File: src/rtl/button_hold_conditioner_if.sv
// Button conditioner signal bundle: raw pin in, debounced level and events out.
// Latency: none (wires only).
// Backpressure: none; events are single-cycle pulses the consumer must take.
interface button_hold_conditioner_if;
    logic btn_raw;
    logic btn_level;
    logic press_pulse;
    logic release_pulse;
    logic hold_pulse;
    logic hold_active;

    // Conditioner side: samples the pin, drives the clean events.
    modport master (
        input  btn_raw,
        output btn_level,
        output press_pulse,
        output release_pulse,
        output hold_pulse,
        output hold_active
    );

    // Consumer/pin side: drives the pin, observes the events.
    modport slave (
        output btn_raw,
        input  btn_level,
        input  press_pulse,
        input  release_pulse,
        input  hold_pulse,
        input  hold_active
    );
endinterface

File: src/rtl/button_hold_conditioner.sv
// Button conditioner: 2-flop sync, debouncer, press/hold classifier emitting clean events.
// Latency: stable raw change sampled at E0 shows on btn_level/press/release at E0+DB_CYCLES+1.
// Backpressure: none; pulses are one cycle wide and must be consumed when asserted.
module button_hold_conditioner #(
    parameter int CLK_FREQ_HZ    = 1000,
    parameter int DEBOUNCE_MS    = 20,
    parameter int HOLD_MS        = 5000,
    parameter bit BTN_ACTIVE_LOW = 1'b1
) (
    input  logic                        clk,
    input  logic                        reset_n,
    button_hold_conditioner_if.master   btn
);

    localparam int DB_RAW      = CLK_FREQ_HZ * DEBOUNCE_MS / 1000;
    localparam int DB_CYCLES   = (DB_RAW < 1) ? 1 : DB_RAW;
    localparam int HOLD_CYCLES = CLK_FREQ_HZ * HOLD_MS / 1000;
    localparam int DB_W        = $clog2(DB_CYCLES + 1);
    localparam int HOLD_W      = (HOLD_CYCLES < 1) ? 1 : $clog2(HOLD_CYCLES + 1);

    localparam logic              IDLE_PIN  = BTN_ACTIVE_LOW ? 1'b1 : 1'b0;
    localparam logic [DB_W-1:0]   DB_LAST   = DB_W'(DB_CYCLES - 1);
    localparam logic [HOLD_W-1:0] HOLD_LAST = HOLD_W'(HOLD_CYCLES - 1);

    // A zero-length long press has no meaning; refuse to build it.
    if (HOLD_CYCLES < 1) begin : g_hold_check
        $error("button_hold_conditioner: HOLD_CYCLES must be at least 1");
    end

    typedef enum logic [1:0] {
        IDLE    = 2'd0,
        PRESSED = 2'd1,
        HELD    = 2'd2
    } state_t;

    logic              sync_meta;
    logic              sync_q;
    logic              btn_sync;
    logic              level_q;
    logic              level_nxt;
    logic [DB_W-1:0]   db_cnt;
    logic [DB_W-1:0]   db_cnt_nxt;
    state_t            state;
    state_t            state_nxt;
    logic [HOLD_W-1:0] hold_cnt;
    logic [HOLD_W-1:0] hold_cnt_nxt;
    logic              press_q;
    logic              release_q;
    logic              hold_q;
    logic              press_nxt;
    logic              release_nxt;
    logic              hold_nxt;

    // Two-flop synchroniser; reset parks both stages at the released pin value.
    always_ff @(posedge clk or negedge reset_n) begin
        if (!reset_n) begin
            sync_meta <= IDLE_PIN;
            sync_q    <= IDLE_PIN;
        end else begin
            sync_meta <= btn.btn_raw;
            sync_q    <= sync_meta;
        end
    end

    // Normalise so that 1 always means pressed downstream.
    assign btn_sync = BTN_ACTIVE_LOW ? ~sync_q : sync_q;

    // Debounce: count consecutive mismatching cycles, adopt the new level on the last one.
    always_comb begin
        level_nxt  = level_q;
        db_cnt_nxt = '0;
        if (btn_sync != level_q) begin
            if (db_cnt == DB_LAST) begin
                level_nxt = btn_sync;
            end else begin
                db_cnt_nxt = db_cnt + DB_W'(1);
            end
        end
    end

    // Debounced level and its counter.
    always_ff @(posedge clk or negedge reset_n) begin
        if (!reset_n) begin
            level_q <= 1'b0;
            db_cnt  <= '0;
        end else begin
            level_q <= level_nxt;
            db_cnt  <= db_cnt_nxt;
        end
    end

    // Classifier state, hold counter and registered event pulses. The FSM looks at
    // level_nxt so its events land on the same edge btn_level changes.
    always_ff @(posedge clk or negedge reset_n) begin
        if (!reset_n) begin
            state     <= IDLE;
            hold_cnt  <= '0;
            press_q   <= 1'b0;
            release_q <= 1'b0;
            hold_q    <= 1'b0;
        end else begin
            state     <= state_nxt;
            hold_cnt  <= hold_cnt_nxt;
            press_q   <= press_nxt;
            release_q <= release_nxt;
            hold_q    <= hold_nxt;
        end
    end

    // Next state: a falling level always wins over reaching the hold terminal count.
    always_comb begin
        state_nxt    = state;
        hold_cnt_nxt = hold_cnt;
        case (state)
            IDLE: begin
                if (level_nxt) begin
                    state_nxt    = PRESSED;
                    hold_cnt_nxt = '0;
                end
            end
            PRESSED: begin
                if (!level_nxt) begin
                    state_nxt = IDLE;
                end else if (hold_cnt == HOLD_LAST) begin
                    state_nxt = HELD;
                end else begin
                    hold_cnt_nxt = hold_cnt + HOLD_W'(1);
                end
            end
            HELD: begin
                if (!level_nxt) begin
                    state_nxt = IDLE;
                end
            end
            default: begin
                state_nxt = IDLE;
            end
        endcase
    end

    // Event pulses are decoded from the transition about to be taken.
    always_comb begin
        press_nxt   = (state == IDLE) && (state_nxt == PRESSED);
        release_nxt = (state != IDLE) && (state_nxt == IDLE);
        hold_nxt    = (state == PRESSED) && (state_nxt == HELD);
    end

    assign btn.btn_level     = level_q;
    assign btn.press_pulse   = press_q;
    assign btn.release_pulse = release_q;
    assign btn.hold_pulse    = hold_q;
    assign btn.hold_active   = (state == HELD);

endmodule

File: src/flat_wrapper.sv
// flat-port wrapper written by rule: the top's interface ports become plain ports
module button_hold_conditioner_flat 
#(
    parameter int CLK_FREQ_HZ    = 1000,
    parameter int DEBOUNCE_MS    = 20,
    parameter int HOLD_MS        = 5000,
    parameter bit BTN_ACTIVE_LOW = 1'b1
)
  (clk, reset_n, btn_btn_raw, btn_btn_level, btn_press_pulse, btn_release_pulse, btn_hold_pulse, btn_hold_active);
  button_hold_conditioner_if btn_i ();
  input  logic clk;
  input  logic reset_n;
  input wire logic [$bits(btn_i.btn_raw)-1:0] btn_btn_raw;
  output wire logic [$bits(btn_i.btn_level)-1:0] btn_btn_level;
  output wire logic [$bits(btn_i.press_pulse)-1:0] btn_press_pulse;
  output wire logic [$bits(btn_i.release_pulse)-1:0] btn_release_pulse;
  output wire logic [$bits(btn_i.hold_pulse)-1:0] btn_hold_pulse;
  output wire logic [$bits(btn_i.hold_active)-1:0] btn_hold_active;
  assign btn_i.btn_raw = btn_btn_raw;
  assign btn_btn_level = btn_i.btn_level;
  assign btn_press_pulse = btn_i.press_pulse;
  assign btn_release_pulse = btn_i.release_pulse;
  assign btn_hold_pulse = btn_i.hold_pulse;
  assign btn_hold_active = btn_i.hold_active;
  button_hold_conditioner #(.CLK_FREQ_HZ(CLK_FREQ_HZ), .DEBOUNCE_MS(DEBOUNCE_MS), .HOLD_MS(HOLD_MS), .BTN_ACTIVE_LOW(BTN_ACTIVE_LOW)) u_core (.clk(clk), .reset_n(reset_n), .btn(btn_i));
endmodule
File: config.mk
export PLATFORM = sky130hd
export DESIGN_NAME = button_hold_conditioner_flat
export DESIGN_NICKNAME = d
export VERILOG_FILES = /design/src/rtl/button_hold_conditioner_if.sv /design/src/rtl/button_hold_conditioner.sv /design/src/flat_wrapper.sv
export SDC_FILE = /design/constraint.sdc
export NUM_CORES = 1
export LEC_CHECK = 0
export ABC_AREA = 1
export ABC_CLOCK_PERIOD_IN_PS = 1600
export CAP_MARGIN = 20
export CORE_MARGIN = 2
export CORE_UTILIZATION = 45
export CTS_CLUSTER_DIAMETER = 60
export CTS_CLUSTER_SIZE = 40
export DETAILED_ROUTE_END_ITERATION = 10
export PLACE_DENSITY = 0.62
export SKIP_LAST_GASP = 1
export SLEW_MARGIN = 20
export SYNTH_ARGS = -nofsm -noshare
export SYNTH_HDL_FRONTEND = slang
export SYNTH_SLANG_ARGS = --single-unit
File: constraint.sdc
create_clock -name clk -period 1.6 [get_ports clk]
set_clock_uncertainty 0.1 [all_clocks]
set_input_delay 0.4 -clock clk [delete_from_list [all_inputs] [get_ports clk]]
set_output_delay 0.4 -clock clk [all_outputs]
set_load 0.01 [all_outputs]
Word-level counts from Yosys, hierarchy flattened
Cells that the tools add are included.

Magnitude comparators: 0. Multiply operators: 0. Muxes and demuxes: 13. Bitwise operators: 1. Shift-type cells: 0. Div/mod/pow operators: 0. Add/subtract/negate cells: 2. Equality and inequality tests: 10. Reductions and logical operators: 8.

Operators by type and width (count): 13-bit two-way mux (3); 13-bit case mux with 2 select lines (1); 13-bit by 1-bit adder with 13-bit output, second input constant (1); 13-bit equality test, second input constant (1); 5-bit two-way mux (2); 2-bit two-way mux (4); 2-bit case mux with 3 select lines (1); 5-bit by 1-bit adder with 5-bit output, second input constant (1); 5-bit equality test, second input constant (1); 2-bit by 1-bit equality test with 1-bit output, second input constant (2); 2-bit equality test, second input constant (2); 2-bit logical NOT (2); 2-bit by 1-bit != test with 1-bit output, second input constant (2); 4-bit AND reduction (1); 2-bit nonzero test (2); 1-bit logical AND (3); 1-bit two-way mux (2); 2-bit != test, second input constant (1); 1-bit != test (1); 1-bit NOT (1).

Register bits after elaboration: 26. Bits of input ports: 3. Logic and storage cells: 43. Output and inout bits: 5. Memories: 0. Latch bits: 0. Memory bits (read-only): 0. Memory bits (writable): 0.

Longest topological paths before layout
Gate-level depths: netlist of the first run.

Depth after elaboration: 7. Depth in mapped cells: 10. Mapped depth without buffers: 10.

Worst setup path after synthesis of the first run
No wires, ideal clock.

Kind: flip-flop to flip-flop. Start: register u_core.hold_cnt[0]. End: register u_core.hold_cnt[0]. Data required time: 1.382 ns. Clock period less this slack: 1.579 ns. Stages on the path, launching flop included: 10. Library setup time: 0.118 ns. Path buffers: 2. Path slack: 0.021 ns. Data arrival time: 1.361 ns. Cells stage by stage: dfrtp_1 ha_1 buf_4 nand3_1 nor2_1 nand2_1 nand3_4 buf_6 nand2_1 o21ai_2.

Longest elaborated chain between the ends: 4. Elaborated cells on any way between the ends: 7. Classes of those cells: add/sub: 1; eq/ne: 2; mux: 3; reduce/logical: 1.

RTL lines: start, declared (line button_hold_conditioner.sv:45) `logic [HOLD_W-1:0] hold_cnt;`; start signal, assigned (line button_hold_conditioner.sv:103) `hold_cnt <= hold_cnt_nxt;`; 13-bit by 1-bit adder with 13-bit output (line button_hold_conditioner.sv:127) `hold_cnt_nxt = hold_cnt + HOLD_W'(1);`; 13-bit two-way mux (line button_hold_conditioner.sv:124) `end else if (hold_cnt == HOLD_LAST) begin`; 13-bit two-way mux (line button_hold_conditioner.sv:122) `if (!level_nxt) begin`; 13-bit case mux with 2 select lines (line button_hold_conditioner.sv:114) `case (state)`.

Several ways; a longest one is shown, not always the timed one. The select of a mux whose other input is x is not followed. A chain may end at the register's enable or synchronous reset.

Worst setup path after layout of the first run
Start: register u_core.db_cnt[1]. End: register u_core.hold_cnt[8].

Longest elaborated chain between the ends: 5. Elaborated cells on any way between the ends: 6. Classes of those cells: eq/ne: 3; mux: 2; reduce/logical: 1.

RTL lines: start, declared (line button_hold_conditioner.sv:41) `logic [DB_W-1:0] db_cnt;`; start signal, assigned (line button_hold_conditioner.sv:88) `db_cnt <= db_cnt_nxt;`; 5-bit equality test * (line button_hold_conditioner.sv:73) `if (db_cnt == DB_LAST) begin`; 1-bit two-way mux * (line button_hold_conditioner.sv:73); 1-bit two-way mux * (line button_hold_conditioner.sv:72) `if (btn_sync != level_q) begin`; net u_core.level_nxt (line button_hold_conditioner.sv:40) `logic level_nxt;`; 2-bit by 1-bit != test with 1-bit output (no source line); 4-bit AND reduction (no source line) *.

Mark *: on every way through the listed nets, which the timed path passes. The rest lies on a longest branch.

==> results of run 1 <==
==> worst reg2reg max path, delay by kind of cell, from the launching register on <==
kind | cells | cell delay, ns
AOI/OAI and AO/OA | 1 | 0.05
adders and majority gates | 1 | 0.20
buffers and inverters | 2 | 0.25
DFF | 1 | 0.41
and+or+nand+nor | 6 | 0.47
==> metrics by stage <==
stage               instances  setup WS, ns
floorplan                 175        0.0211
CTS                       224       -0.0583
global route              230       -0.0477
detailed placement        219        0.0440
finish                    230        0.0469
global placement          219        0.0420
==> synth_stat cells, drive strengths merged <==
library cell,n,area [um^2]
nand2,52,208
dfrtp,24,601
nand3,23,128
nor2,23,91.3
inv,18,67.6
o21ai,13,91.3
nand4,5,31.3
buf,4,38.8
xnor2,4,35.0
dfstp,2,52.6
ha,2,25.0
a21oi,1,5.00
and2,1,6.26
o21a,1,7.51
or2,1,6.26
xor2,1,8.76
==> area by class of cell <==
cell class,instances,area (um^2),area share
clock buffer,4,36.3,0.0209
inverter,18,67.6,0.0388
multi-input combinational,127,704,0.405
sequential,26,653,0.376
tap,33,41.3,0.0237
timing repair buffer,22,236,0.136
==> cell families after synthesis <==
group / count (synthesis) / share of synthesized area
AOI/OAI and AO/OA: 15 / 0.0740
xor gates and xnor gates: 5 / 0.0312
adders and majority gates: 2 / 0.0178
buffers and inverters: 22 / 0.0758
DFF: 26 / 0.466
and+or+nand+nor: 105 / 0.335
==> where the power goes <==
group	switching, mW	internal (mW)
Clock	0.190	0.139
Sequential	0.00620	0.668
Combinational	0.0224	0.0181
==> timing repair <==
action | CTS | global route
gates resized for setup | 5 | 24
pin swaps | 0 | 6
buffers inserted | 1 | 3
setup endpoints to repair | 5 | 14
gates cloned | 0 | 3
==> flip-flops by register name (all words and copies together) (netlist names) <==
| register | count |
|---|---|
| u_core.hold_cnt | 13 |
| u_core.db_cnt | 5 |
| u_core.state | 2 |
| u_core.btn.btn_level | 1 |
| u_core.btn.hold_pulse | 1 |
| u_core.btn.press_pulse | 1 |
| u_core.btn.release_pulse | 1 |
| u_core.sync_meta | 1 |
| u_core.sync_q | 1 |
==> final timing paths <==
path,start,to
setup / recovery,u_core.db_cnt[1],u_core.hold_cnt[8]
hold / removal,u_core.sync_meta,u_core.sync_q
setup reg to reg,u_core.db_cnt[1],u_core.hold_cnt[8]
hold reg to reg,u_core.sync_meta,u_core.sync_q
max in group asynchronous,reset_n,u_core.sync_meta
min in group asynchronous,reset_n,u_core.db_cnt[2]
==> layer usage <==
layer  vias up  wire [um]  GRT usage
li1        605          -          -
met1       575       1330      0.219
met2        23       1530      0.281
met3         7         75     0.0260
met4         0         48     0.0730
met5         -          0          0
==> results.md, run 1 <==
Final layout:
- Fill cells in the final layout number 287.
- In the final layout, the share of cells above drive strength 1 is 0.289.
- After routing the design area is 1740 um^2.
- The antenna diode instance count is 0.
- The share of the core filled with cells in the final layout is 0.579.
- The most common cell after layout, fill and taps aside is sky130_fd_sc_hd__nand2_1.
- For this run, the post-layout net count is 203.
- Relative to the synthesized area, the layout overhead comes to 24.0%.
- Leaving out fill and tap cells, the most frequent cells in the layout are sky130_fd_sc_hd__nand2_1 (35), sky130_fd_sc_hd__dfrtp_1 (24), sky130_fd_sc_hd__nor2_1 (21), sky130_fd_sc_hd__nand3_1 (21), sky130_fd_sc_hd__inv_1 (17).

CTS:
- Counting every sink on the clock net gives 26.
- The clock transition at the register clock pins on the worst setup and hold paths after CTS is 0.13 ns.
- The maximum root-to-sink buffer count is 2.
- The number of clock buffers inserted by TritonCTS is 3.
- TritonCTS built the clock tree.
- The level count of the clock H-tree is 1.
- The hold buffer count at cts is 0.
- The cell chosen for the clock root is sky130_fd_sc_hd__clkbuf_4.
- The later pin in the worst-skew pair is clocked with a latency of between 0.3 and 0.4 ns.

Flow run:
- Max-cap violations in this run came to 0.

Critical path:
- The critical path goes through ha_2, nand2_2, inv_2, nand2_2, nand2_2, nand2_4, nand3_4, clkbuf_16, nand2_2, o21ai_2.
- The count of buffering cells on the critical path with inverters included is 2.
- Setup slack on the worst reg-to-reg path comes out at around 0.047 ns.
- The endpoint arrival time on the critical path is 1.68 ns.
- For the worst flop-to-flop path, the logic depth is 10.
- The slowest stage of the critical path is the sky130_fd_sc_hd__dfrtp_1 cell.
- The data required time of the worst path is around 1.7 ns.
- STA classifies the critical path endpoint as a register.
- The critical path crosses 10 cells after its start point.
- By startpoint and endpoint, the worst setup path is classified as register to register.
- Of all nets on the critical path, the largest fanout is 6.
- The top cell family by delay on the critical path is simple AND/OR/NAND/NOR gates.
- The worst setup path is launched from a register.
- The dominant cell type by count on the critical path is sky130_fd_sc_hd__nand2_2.
- The largest single stage delay on the critical path is 0.41 ns.

Worst hold path:
- The worst hold path depth is 0.
- The tightest min-delay check is of the register to register type.

STA:
- The slew of the pin with the lowest slew margin is 0.265 ns.
- The final critical-path required period is 1.55 ns.
- Headroom to the max-slew limit came out at 0.822.
- Summed over all failing endpoints, the final setup total negative slack is 0 ns.
- The setup violation total in the final timing report is 0.
- The worst-case hold slack is 0.265 ns.
- The highest achievable clock rate is 644 MHz.
- The max-slew violation total from the final report came to 0.
- The number of hold-slack violations in the final timing report was 0.
- Setup repair after global routing could not meet its margin everywhere.
- The ratio of final minimum period to clock period is 0.971.

Placed design:
- The post-detailed-placement half-perimeter wirelength is 1910 um.
- The post-placement cell area is 1560 um^2.
- The congestion estimate from routability-driven global placement came to ~0.79.
- During placement, the flow inserted port buffers numbering 7.

Floorplan:
- The vertical die dimension is 59.8 um.
- The die width is 59.8 um.
- The total core area is 3000 um^2.
- The cell row count is 20.
- The area enclosed by the die boundary is about 3600 um^2.
- The number of ports placed on the die boundary is 8.
- The initial utilization of the core area, before any placement, comes to 0.467.

Pwr:
- The design draws 1.04 mW.
- The analysis attributes to cell leakage a power of 0.775 nW.
- The maximum vdd ir drop is 0.260 mV.
- The total power divided by cell area is 600 nW/um^2.

Global route:
- The maximum number of pins on one net before global-route repair is 27.
- The wire length of the first global-routing pass is 4520 um.
- The overflow left after global routing is 0.
- The number of antenna violations at the first check in global routing is 0.
- The via count of the first global-routing pass is 1044.
- For this run, the total global-route usage over all layers was measured as 0.170.

Synthesis:
- Yosys mapped the design onto 25 distinct sky130hd cell types.
- A synthesized cell averages 8.01 um^2.
- When the netlist entered floorplanning its net count stood at 180.
- The post-synthesis instance area is between 1000 and 1500 um^2.
- The number of warnings issued by yosys is 0.
- The portion of the post-synthesis area used by sequential elements is 0.466.
- The flip-flop and latch count after synthesis is 26.
- Synthesis produced between 150 and 200 cells.

Detailed routing:
- The number of vias in the routed layout is 1210.
- In this run, the number of DRC markers left after iteration 0 of detailed routing was 53.
- The detail route stage leaves a number of antenna-violating nets equal to 0.
- The per-cell routed wire length is around 13 um.
- The remaining design rule violation count is 0.
- The post-detailed-route via-to-cell ratio is 5.26.
- The total length of routed wires is 2990 um.
- The first-pass detailed-route iteration total is 4.

Outcome:
- The flow ran to the end, and the final reports show no timing, DRC or antenna violations.
Note: power is estimated with default switching activity, not from simulation.
==> inputs of run 2 (changes only) <==
==> constraint.sdc (replaced) <==
create_clock -name clk -period 1.6 [get_ports clk]
set_clock_uncertainty 0.1 [all_clocks]
set_input_delay 0.48 -clock clk [delete_from_list [all_inputs] [get_ports clk]]
set_output_delay 0.48 -clock clk [all_outputs]
set_load 0.01 [all_outputs]
==> results.md, run 2 (synthesis gave the netlist of run 1 again) <==
Final layout:
- The library cell used most frequently in the layout, excluding fill and tap cells, is sky130_fd_sc_hd__nand2_1.
- The top register by number of flip-flops is u_core.hold_cnt.
- The top cell types in the final layout, fill and taps aside, are sky130_fd_sc_hd__nand2_1 (34), sky130_fd_sc_hd__dfrtp_1 (24), sky130_fd_sc_hd__nand3_1 (22), sky130_fd_sc_hd__nor2_1 (20), sky130_fd_sc_hd__inv_1 (17).
- The antenna diode instance count is 0.
- Compared with the post-synthesis result, the final layout area differs by 27.2%.
- The share of layout cells above drive strength 1 is 0.296.
- The net total in the final layout is 205.
- After the flow finishes, the layout carries non-filler instances totaling 232.
- The largest registers in the layout are u_core.hold_cnt x13, u_core.db_cnt x5, u_core.state x2.
- The register with the most flip-flops in the layout has 13 of them.

Critical path:
- The endpoint arrival time on the critical path is approximately 1 ns.
- The register-to-register setup slack is 0.02 ns.
- The count of buffering cells on the critical path with inverters included is 1.
- The critical path launch point type is a register.
- The data required time of the worst path is 1.02 ns.
- The top cell family by delay on the critical path is flip-flops.
- Of all nets on the critical path, the largest fanout is 2.
- Walking the worst path, the cells encountered are nor2_2, clkbuf_2.
- The kind of capture point of the worst setup path is an output pin.
- The setup path with the least slack is of type register to output pin.
- The cell type of the slowest stage on the worst timing path is sky130_fd_sc_hd__dfrtp_1.
- In this design, the stage delay of the slowest critical-path cell is between 0.4 and 0.5 ns.

Detailed routing:
- After detailed routing, the average wire length per cell comes to 12.9 um.
- After detailed routing, the number of remaining DRC violations is 0.
- The number of vias in the routed layout is 1214.
- The DRC violation total after the first TritonRoute iteration is 59.
- The total length of routed wires is 3000 um.
- In this run the remaining antenna-violating nets after routing total 0.
- The first-pass detailed-route iteration total is 4.
- The post-detailed-route via-to-cell ratio is roughly 5.2.

Pwr:
- The share of total power dissipated in combinational logic is 0.046.
- The sequential group share of total power is 0.637.
- The switching part of the total is 0.213.
- The maximum vdd ir drop is between 0.2 and 0.3 mV.
- The total power divided by cell area is a little under 600 nW/um^2.
- In this run the power spent charging and discharging nets is 0.226 mW.
- Cell internal power was estimated by the tool at roughly 0.83 mW.
- The share of total power dissipated in the clock network is 0.317.
- The leakage power summed over all cells is 0.777 nW.

Floorplan:
- 8 I/O pins were placed.
- The total core area is about 3000 um^2.
- The vertical die dimension is between 50 and 60 um.
- The initialized floorplan defines 20 standard-cell rows.
- The area enclosed by the die boundary is roughly 3600 um^2.
- For this configuration, the core starts out at a cell density of 0.467.
- The die is 59.8 um wide.

CTS:
- The clock net in this run drives a total of 26 sinks.
- The cell chosen for the clock root is sky130_fd_sc_hd__clkbuf_4.
- The number of clock buffers inserted by TritonCTS is 3.
- The insertion delay to the later sink of the worst-skew pair is about 0.33 ns.
- The clock transition at the register clock pins on the worst setup and hold paths after CTS is 0.14 ns.
- No sink is reached through more buffers than the 2 on the longest clock path.
- The level count of the clock H-tree is 1.
- TritonCTS built the clock tree.

STA:
- The final critical-path required period is around 1.6 ns.
- Static timing analysis puts the maximum clock frequency at 627 MHz.
- Setup repair after global routing could not meet its margin everywhere.
- At the pin with the least slew margin, the transition time is 0.279 ns.
- Adding up every negative setup slack in the final design gives 0 ns.
- The number of hold-slack violations in the final timing report came to 0.
- Headroom to the max-slew limit came out at 0.813.
- The ratio of final minimum period to clock period is 0.996.
- The max-slew violation total from the final report is 0.
- Setup violations remaining at the end of the flow were counted as 0.

Global route:
- The maximum number of pins on one net before global-route repair is 27.
- The wire length of the first global-routing pass is 4630 um.
- The via count of the first global-routing pass is 1090.
- The number of antenna violations at the first check in global routing is 0.
- The total overflow left after global routing is 0.
- The global routing usage summed across all routing layers is 0.173.

Placed design:
- In this run, placement finished with an instance count of between 200 and 250.
- After legalization and detailed placement, the total HPWL measured 1900 um.
- In this run the tool buffered the top-level ports with 7 buffer cells.
- The final weighted congestion in routability-driven placement is 0.799.

Worst hold path:
- The class of the most critical hold timing path is register to register.

Outcome:
- The run finished with clean final reports.

Flow run:
- The count of max-cap constraint violations is 0.
## run 2: changes by cell type in the layout (fill, tap and decap cells not counted), moves of 2 or more
cell	before	now
sky130_fd_sc_hd__dlygate4sd2_1	4	1
sky130_fd_sc_hd__nand2_4	2	6
sky130_fd_sc_hd__buf_4	10	12
sky130_fd_sc_hd__clkdlybuf4s15_1	0	3
sky130_fd_sc_hd__nand2_2	15	12
## run 2: worst paths after layout
| path | startpoint | end | cells after the start |
|---|---|---|---|
| setup / recovery | u_core.state[0] | btn_hold_active | 2 |
| hold / removal | u_core.sync_meta | u_core.sync_q | 0 |
| setup reg to reg | u_core.db_cnt[1] | u_core.hold_cnt[4] | 10 |
| hold reg to reg | u_core.sync_meta | u_core.sync_q | 0 |
| max in group asynchronous | reset_n | u_core.sync_meta | 2 |
| min in group asynchronous | reset_n | u_core.btn.press_pulse | 2 |
## run 2: power by group through the flow
stage / clock (mW) / sequential (mW) / combinational, mW
after floorplan: 0 / 0.685 / 0.0124
after global placement: 0 / 0.686 / 0.0393
after detailed placement: 0 / 0.687 / 0.0400
after CTS: 0.342 / 0.674 / 0.0424
after global routing: 0.369 / 0.675 / 0.0556
final: 0.336 / 0.674 / 0.0485
## run 2: routing by layer
layer,share of wire,track usage
met1,0.45,0.214
met2,0.50,0.286
met3,0.033,0.0325
met4,0.017,0.0857
met5,0,0
## run 2: area by class of cell
cell class / count / area, um^2
Fill cell: 269 / 1220
Clock buffer: 4 / 36.3
Inverter: 18 / 67.6
Sequential cell: 26 / 653
Tap cell: 33 / 41.3
Timing Repair Buffer: 24 / 255
Multi-Input combinational cell: 127 / 731
## run 2: per-stage QoR
step           hold WS, ns   util  area, um^2  power (mW)  setup WS (ns)
2_1_floorplan       0.0844      -        1400       0.697         0.0211
3_3_place_gp         0.246  0.520        1560       0.726       -0.00348
3_5_place_dp         0.249  0.520        1560       0.727        -0.0394
4_1_cts              0.269  0.535        1610        1.06         -0.141
5_1_grt              0.274  0.594        1780        1.10        -0.0704
6_report             0.266  0.594        1780        1.06        0.00634
## run 2: timing repair
item                       in CTS  in global routing
cloned                          0                  3
hold buffers                    0                  0
pin swaps                       0                  5
hold endpoints to repair        0                  0
buffers inserted                2                  4
setup endpoints to repair      11                 17
resized for setup               6                 31
